$ cat src/rtl/pc_sched.sv
// pc_sched: PC/IF_ID scheduling with redirect, load-use stall, exception and interrupt trap control.
// Define PC_SCHED_IRQ_EDGE_EN for rising-edge irq detection; level-sensitive otherwise.
module pc_sched #(
  parameter int STALL_CYCLES = 1
) (
  input  logic       clk,
  input  logic       rst_n,
  input  logic       branch_taken,
  input  logic       jump,
  input  logic       jr,
  input  logic       load_use,
  input  logic       irq,
  input  logic       exception,
  input  logic       eret,
  output logic       PC_IF_ID_Write,
  output logic [2:0] select_PC_next,
  output logic [1:0] status,
  output logic       kernel,
  output logic       irq_pending,
  output logic [7:0] trap_count
);
  typedef enum logic {RUN, STALL} state_t;
  state_t     state_q, state_d;
  logic [2:0] cnt_q, cnt_d;
  logic       kernel_q, kernel_d, pend_q, pend_d;
  logic [7:0] trap_q, trap_d;
  logic       irq_evt, run, redirect, take, trap, stall_go;
`ifdef PC_SCHED_IRQ_EDGE_EN
  logic irq_d1_q;
  always_ff @(posedge clk or negedge rst_n)
    if (!rst_n) irq_d1_q <= 1'b0;
    else        irq_d1_q <= irq;
  assign irq_evt = irq & ~irq_d1_q;
`else
  assign irq_evt = irq;
`endif
  always_comb begin
    run            = state_q == RUN;
    redirect       = branch_taken | jump | jr;
    take           = run & pend_q & ~kernel_q & ~exception & ~redirect;
    trap           = exception | take;
    stall_go       = run & ~trap & ~redirect & load_use & (STALL_CYCLES > 1);
    PC_IF_ID_Write = ~rst_n | exception | (run & (take | redirect | ~load_use));
    select_PC_next = (~rst_n | ~run | trap) ? 3'b000 :
                     branch_taken ? 3'b100 : jump ? 3'b010 : jr ? 3'b001 : 3'b000;
    status         = rst_n ? {take, exception} : 2'b00;
    state_d        = exception ? RUN : stall_go ? STALL : (!run && cnt_q == 3'd0) ? RUN : state_q;
    cnt_d          = exception ? 3'd0 : stall_go ? 3'(STALL_CYCLES - 2) :
                     (!run && cnt_q != 3'd0) ? cnt_q - 3'd1 : cnt_q;
    // eret only travels with jr, so it is honoured exactly when that redirect is
    kernel_d       = trap | (kernel_q & ~(run & eret));
    pend_d         = irq_evt | (pend_q & ~take);
    trap_d         = (trap && trap_q != 8'hff) ? trap_q + 8'd1 : trap_q;
  end
  always_ff @(posedge clk or negedge rst_n)
    if (!rst_n) begin
      state_q  <= RUN;
      cnt_q    <= 3'd0;
      kernel_q <= 1'b0;
      pend_q   <= 1'b0;
      trap_q   <= 8'd0;
    end else begin
      state_q  <= state_d;
      cnt_q    <= cnt_d;
      kernel_q <= kernel_d;
      pend_q   <= pend_d;
      trap_q   <= trap_d;
    end
  assign kernel      = kernel_q;
  assign irq_pending = pend_q;
  assign trap_count  = trap_q;
endmodule

$ cat config.mk
export PLATFORM = sky130hd
export DESIGN_NAME = pc_sched
export DESIGN_NICKNAME = d
export VERILOG_FILES = /design/src/rtl/pc_sched.sv
export SDC_FILE = /design/constraint.sdc
export NUM_CORES = 1
export LEC_CHECK = 0
export CAP_MARGIN = 0
export CORE_AREA = 2 2 41 43
export DETAILED_ROUTE_END_ITERATION = 6
export DIE_AREA = 0 0 43 45
export PLACE_DENSITY_LB_ADDON = 0.1
export SLEW_MARGIN = 25
export SYNTH_ARGS = -nofsm -noshare
export SYNTH_HDL_FRONTEND = slang
export SYNTH_SLANG_ARGS = --single-unit
$ cat constraint.sdc
create_clock -name clk -period 4.6 [get_ports clk]
set_clock_uncertainty 0.15 [all_clocks]
set_input_delay 0.46 -clock clk [delete_from_list [all_inputs] [get_ports clk]]
set_output_delay 0.46 -clock clk [all_outputs]
set_load 0.02 [all_outputs]
==> results of run 1 <==
==> registers in the layout, indices dropped and copies added (netlist names) <==
| register | count |
|---|---|
| kernel | 1 |
| irq_pending | 1 |
| trap_count | 8 |
==> final cells by class <==
class,instances,area (um^2)
Fill cell,133,577
Multi-Input combinational cell,42,325
Sequential cell,10,250
Timing Repair Buffer,25,248
Clock buffer,4,36.3
Tap cell,16,20.0
Inverter,4,15.0
==> power breakdown <==
group	internal, mW	switching (mW)	total (mW)
Clock	0.0480	0.0300	0.0780
Combinational	0.100	0.0995	0.200
Sequential	0.120	0.0379	0.158
==> layer usage <==
| layer | global-route usage [%] | vias up | part of all wire [%] |
|---|---|---|---|
| met5 | 0 | - | 0 |
| met4 | 10.9 | 0 | 0.74 |
| met3 | 3.60 | 2 | 5.6 |
| met2 | 25.8 | 18 | 51 |
| met1 | 18.5 | 242 | 43 |
| li1 | - | 254 | - |
==> worst max-delay path, cell delays in order <==
cell	delay (ns)
clkdlybuf4s50_1	0.45
buf_4	0.20
nand2b_1	0.13
nor4b_1	0.29
clkdlybuf4s50_1	0.65
==> worst min path at each step <==
| stage | start | end | slack, ns |
|---|---|---|---|
| 6_report | rst_n | trap_count[2] | 0.35 |
| 5_1_grt | rst_n | trap_count[2] | 0.35 |
| 4_1_cts | rst_n | trap_count[2] | 0.34 |
| 3_5_place_dp | trap_count[0] | trap_count[0] | 0.37 |
| 3_3_place_gp | trap_count[4] | trap_count[4] | 0.36 |
| 2_1_floorplan | rst_n | irq_pending | 0.01 |
==> cells by family (layout without fill, tap and decap cells) <==
family	count (synthesis)	in the layout	synth area share [%]
AO/OA/AOI/OAI	6	6	8.90
XOR/XNOR	3	3	4.45
adder cells (fa/ha/maj)	1	1	2.12
buffers and inverters	4	33	2.54
flip-flops	10	10	42.4
multiplexers	5	5	9.32
AND/OR/NAND/NOR	27	27	30.3
==> cell usage after synthesis <==
| cell type | instances | area share [%] |
|---|---|---|
| o21bai_1 | 1 | 1.3 |
| nor4_2 | 1 | 2.1 |
| and2_1 | 2 | 2.1 |
| nor3_4 | 1 | 2.8 |
| and4_1 | 1 | 1.5 |
| nor4b_2 | 2 | 5.1 |
| nor4b_1 | 1 | 1.5 |
| nor3_1 | 2 | 1.7 |
| nand3_1 | 2 | 1.7 |
| inv_1 | 4 | 2.5 |
| and2b_1 | 1 | 1.3 |
| nand2b_1 | 4 | 4.2 |
| mux2i_1 | 1 | 1.7 |
| xnor2_1 | 1 | 1.5 |
| a31oi_4 | 1 | 3.6 |
| o21ai_0 | 2 | 1.7 |
| nor2_1 | 4 | 2.5 |
| nand2_1 | 6 | 3.8 |
| a21oi_1 | 1 | 0.85 |
| dfrtp_1 | 10 | 42 |
| mux2_1 | 4 | 7.6 |
| ha_1 | 1 | 2.1 |
| xor2_1 | 2 | 3.0 |
| o2111ai_1 | 1 | 1.5 |
==> flow_summary.yaml, run 1 <==
final_layout:
  final_common_cell: "clkdlybuf4s50_1"
  post-route-util_pct: 60.8
  drive_gt1_share_pct: 11.8
  nNetsFinal: 96
  antenna_cells: 0
  final_area_um2: 895
  area_delta_synth_final_pct: 51.5
  final_cell_mix: "clkdlybuf4s50_1 (24), dfrtp_1 (10), nand2_1 (6)"
  finalNonFillerCells: 101
global_routing:
  track_usage_pct: 15.7
  grt_pass1_vias: 532
  grt_pass1_wl_um: 2210
  grt_max_degree: 13
  antenna_found_initial: 0
  grt.overflow.total: 0
place:
  dpl_cell_area_um2: 858
  dpl.hpwl_um: 929
  dp_cells: 97
  place_congestion: 0.741
  dp_slack_ns: 1.80
  port_buffers: 24
power:
  finalPower_mw: 0.436
  power.leakage_nw: 0.369
  power_density_mw_per_mm2: 487
  peakVddDrop_mv: 0.198
sta:
  rsz0062_at_grt: "false"
  fin_setup_tns_ns: 0
  clock.fmax_mhz: 358
  hold_viol: 0
  fin_ws_ns: 1.81
  min_period_ns: 2.79
  hold_slack_ns: 0.346
  maxSlewHeadroom_pct: 81.0
  setup_violations: 0
  period_share_pct: 60.7
  worstMarginPinSlew_ns: 0.286
  slew_violations: 0
setup_path:
  r2r-end: "trap_count[1]"
  rrSetupSlack_ns: 2.97
  worst-setup-path-type: "in -> out"
  r2r-start: "trap_count[4]"
  reg2reg_depth: 4
  end_kind: "output port"
  cp.required_ns: 3.99
  cp-start-kind: "primary input"
  crit_path_start: "rst_n"
  worstPathMaxFanout: 12
  arrival_ns: 2.18
  critPathCapture: "select_PC_next[0]"
clock_network:
  cts_tree: "built"
  ctsResizeCount: 0
  cts_max_level: 1
  cts_max_path_buffers: 2
  postCtsSetupBuffers: 0
  root_buffer: "clkbuf_4"
  clock_latency_ns: 0.26
  numClockSinks: 10
  hold_buffers: 0
  path_clk_slew_ns: 0.07
  cts_made_buffers: 3
route:
  final_antenna_net_count: 0
  detail_route.wl_per_cell_um: 12.0
  vias: 516
  vias_per_cell: 5.11
  dr.pass1.iters: 2
  drt_iter0_drc: 2
  wl_um: 1220
  drcViolationCount: 0
floorplan:
  core_area_mm2: 0.00147
  io_pins: 25
  die_area_mm2: 0.00194
  row_count: 14
  die_w_um: 43
  die_h_um: 45
  start_util_pct: 40.1
job:
  cap_viol_max_count: 0
synthesis:
  synth_seq_area_share_pct: 42.4
  synth_nets: 66
  ys_seq_elements: 10
  avgSynthCellArea_um2: 10.5
  netlist_instances: 56
  synth_area_um2: 591
  synth.distinct_cells: 24
  ys_warn_count: 0
run_status:
  status: "finished clean"
hold_path:
  hp-class: "in -> async"
No activity file was read; power rests on OpenSTA's default activity.
==> run 2: changes to the inputs <==
--- a/config.mk
+++ b/config.mk
@@ -6,9 +6,9 @@
 export NUM_CORES = 1
 export LEC_CHECK = 0
 export CAP_MARGIN = 0
-export CORE_AREA = 2 2 41 43
+export CORE_AREA = 2 2 42 44
 export DETAILED_ROUTE_END_ITERATION = 6
-export DIE_AREA = 0 0 43 45
+export DIE_AREA = 0 0 44 46
 export PLACE_DENSITY_LB_ADDON = 0.1
 export SLEW_MARGIN = 25
 export SYNTH_ARGS = -nofsm -noshare
==> constraint.sdc (replaced) <==
create_clock -name clk -period 2.89 [get_ports clk]
set_clock_uncertainty 0.15 [all_clocks]
set_input_delay 0.289 -clock clk [delete_from_list [all_inputs] [get_ports clk]]
set_output_delay 0.289 -clock clk [all_outputs]
set_load 0.02 [all_outputs]
==> flow_summary.yaml, run 2 (synthesized netlist as in run 1, its figures left out) <==
setup_path:
  reg2reg_depth: 4
  critPathCapture: "select_PC_next[0]"
  r2r-start: "trap_count[5]"
  worst-setup-path-type: "in -> out"
  rrSetupSlack_ns: 1.26
  end_kind: "output port"
  arrival_ns: 1.94
  cp-start-kind: "primary input"
  worstPathMaxFanout: 4
  r2r-end: "trap_count[1]"
  crit_path_start: "exception"
  cp.required_ns: 2.45
sta:
  clock.fmax_mhz: 420
  maxSlewHeadroom_pct: 81.7
  setup_violations: 0
  period_share_pct: 82.4
  worstMarginPinSlew_ns: 0.274
  fin_setup_tns_ns: 0
  slew_violations: 0
  min_period_ns: 2.38
  rsz0062_at_grt: "false"
  hold_viol: 0
floorplan:
  die_w_um: 44
  core_area_mm2: 0.00161
  io_pins: 25
  start_util_pct: 36.6
  die_area_mm2: 0.00202
  die_h_um: 46
  row_count: 15
power:
  peakVddDrop_mv: 0.376
  finalPower_mw: 0.658
  power.leakage_nw: 0.362
  power_density_mw_per_mm2: 746
route:
  wl_um: 1190
  detail_route.wl_per_cell_um: 11.7
  dr.pass1.iters: 4
  drcViolationCount: 0
  highest_layer: "met3"
  vias_per_cell: 5.11
  met1Wirelength_um: 590
  wl_met3_um: 66
  final_antenna_net_count: 0
  wl_met2_um: 528
  drt_iter0_drc: 4
  vias: 516
clock_network:
  cts_max_path_buffers: 2
  numClockSinks: 10
  path_clk_slew_ns: 0.06
  cts_max_level: 1
  cts_made_buffers: 3
  cts_tree: "built"
  ctsResizeCount: 0
  hold_buffers: 0
  postCtsSetupBuffers: 0
  root_buffer: "clkbuf_4"
  clock_latency_ns: 0.26
final_layout:
  nNetsFinal: 96
  nFillCells: 143
  antenna_cells: 0
  multiInputGateArea_um2: 325
  final_common_cell: "clkdlybuf4s50_1"
  area_delta_synth_final_pct: 49.4
  final_cell_mix: "clkdlybuf4s50_1 (24), dfrtp_1 (10), nand2_1 (6)"
  largest_reg_flops: 8
  drive_gt1_share_pct: 10.7
  layout.area.seq_um2: 250
global_routing:
  grt_pass1_vias: 473
  antenna_found_initial: 0
  grt_max_degree: 12
  track_usage_pct: 13.8
  grt.overflow.total: 0
  grt_pass1_wl_um: 2010
hold_path:
  hp-class: "in -> async"
job:
  cap_viol_max_count: 0
place:
  dpl.hpwl_um: 943
  place_congestion: 0.678
  port_buffers: 24
run_status:
  status: "finished clean"
## run 2: changes by cell type in the layout (fill, tap and decap cells not counted), sizes merged
| cell | delta |
|---|---|
| clkbuf | -1 |
## run 2: critical path: stages
cell,delay (ns)
clkdlybuf4s50_1,0.48
nand2b_1,0.23
nor4b_1,0.28
clkdlybuf4s50_1,0.66
## run 2: final cells by class
class                           count  share of cell area (%)
Clock buffer                        3                    2.55
Inverter                            4                    1.70
Multi-Input combinational cell     42                    36.9
Sequential cell                    10                    28.4
Tap cell                           17                    2.41
Timing Repair Buffer               25                    28.1
## run 2: metrics by stage
stage | area, um^2 | setup slack [ns] | hold slack, ns | std cells | utilization [%]
2_1_floorplan | 591 | 1.22 | -0.157 | 56 | -
3_3_place_gp | 860 | 0.528 | 0.357 | 98 | 53.3
3_5_place_dp | 860 | 0.493 | 0.373 | 98 | 53.3
4_1_cts | 882 | 0.501 | 0.239 | 101 | 54.7
5_1_grt | 882 | 0.351 | 0.246 | 101 | 54.7
6_report | 882 | 0.508 | 0.237 | 101 | 54.7
## run 2: how the worst min path moves through the flow
stage	slack, ns	to	from
2_1_floorplan	-0.16	irq_pending	rst_n
3_3_place_gp	0.36	trap_count[4]	trap_count[4]
3_5_place_dp	0.37	trap_count[4]	trap_count[4]
4_1_cts	0.24	trap_count[5]	rst_n
5_1_grt	0.25	trap_count[3]	rst_n
6_report	0.24	trap_count[3]	rst_n
## run 2: power breakdown
| part | internal [mW] | leakage (nW) | switching (mW) |
|---|---|---|---|
| combinational | 0.160 | 0.230 | 0.157 |
| sequential | 0.192 | 0.119 | 0.0586 |
| clock | 0.0479 | 0.0138 | 0.0432 |
## run 2: routing by layer
metal / vias to the layer above / track usage (%)
met3: 0 / 5.95
li1: 254 / -
met2: 17 / 21.5
met5: - / 0
met1: 245 / 17.6
met4: 0 / 3.64
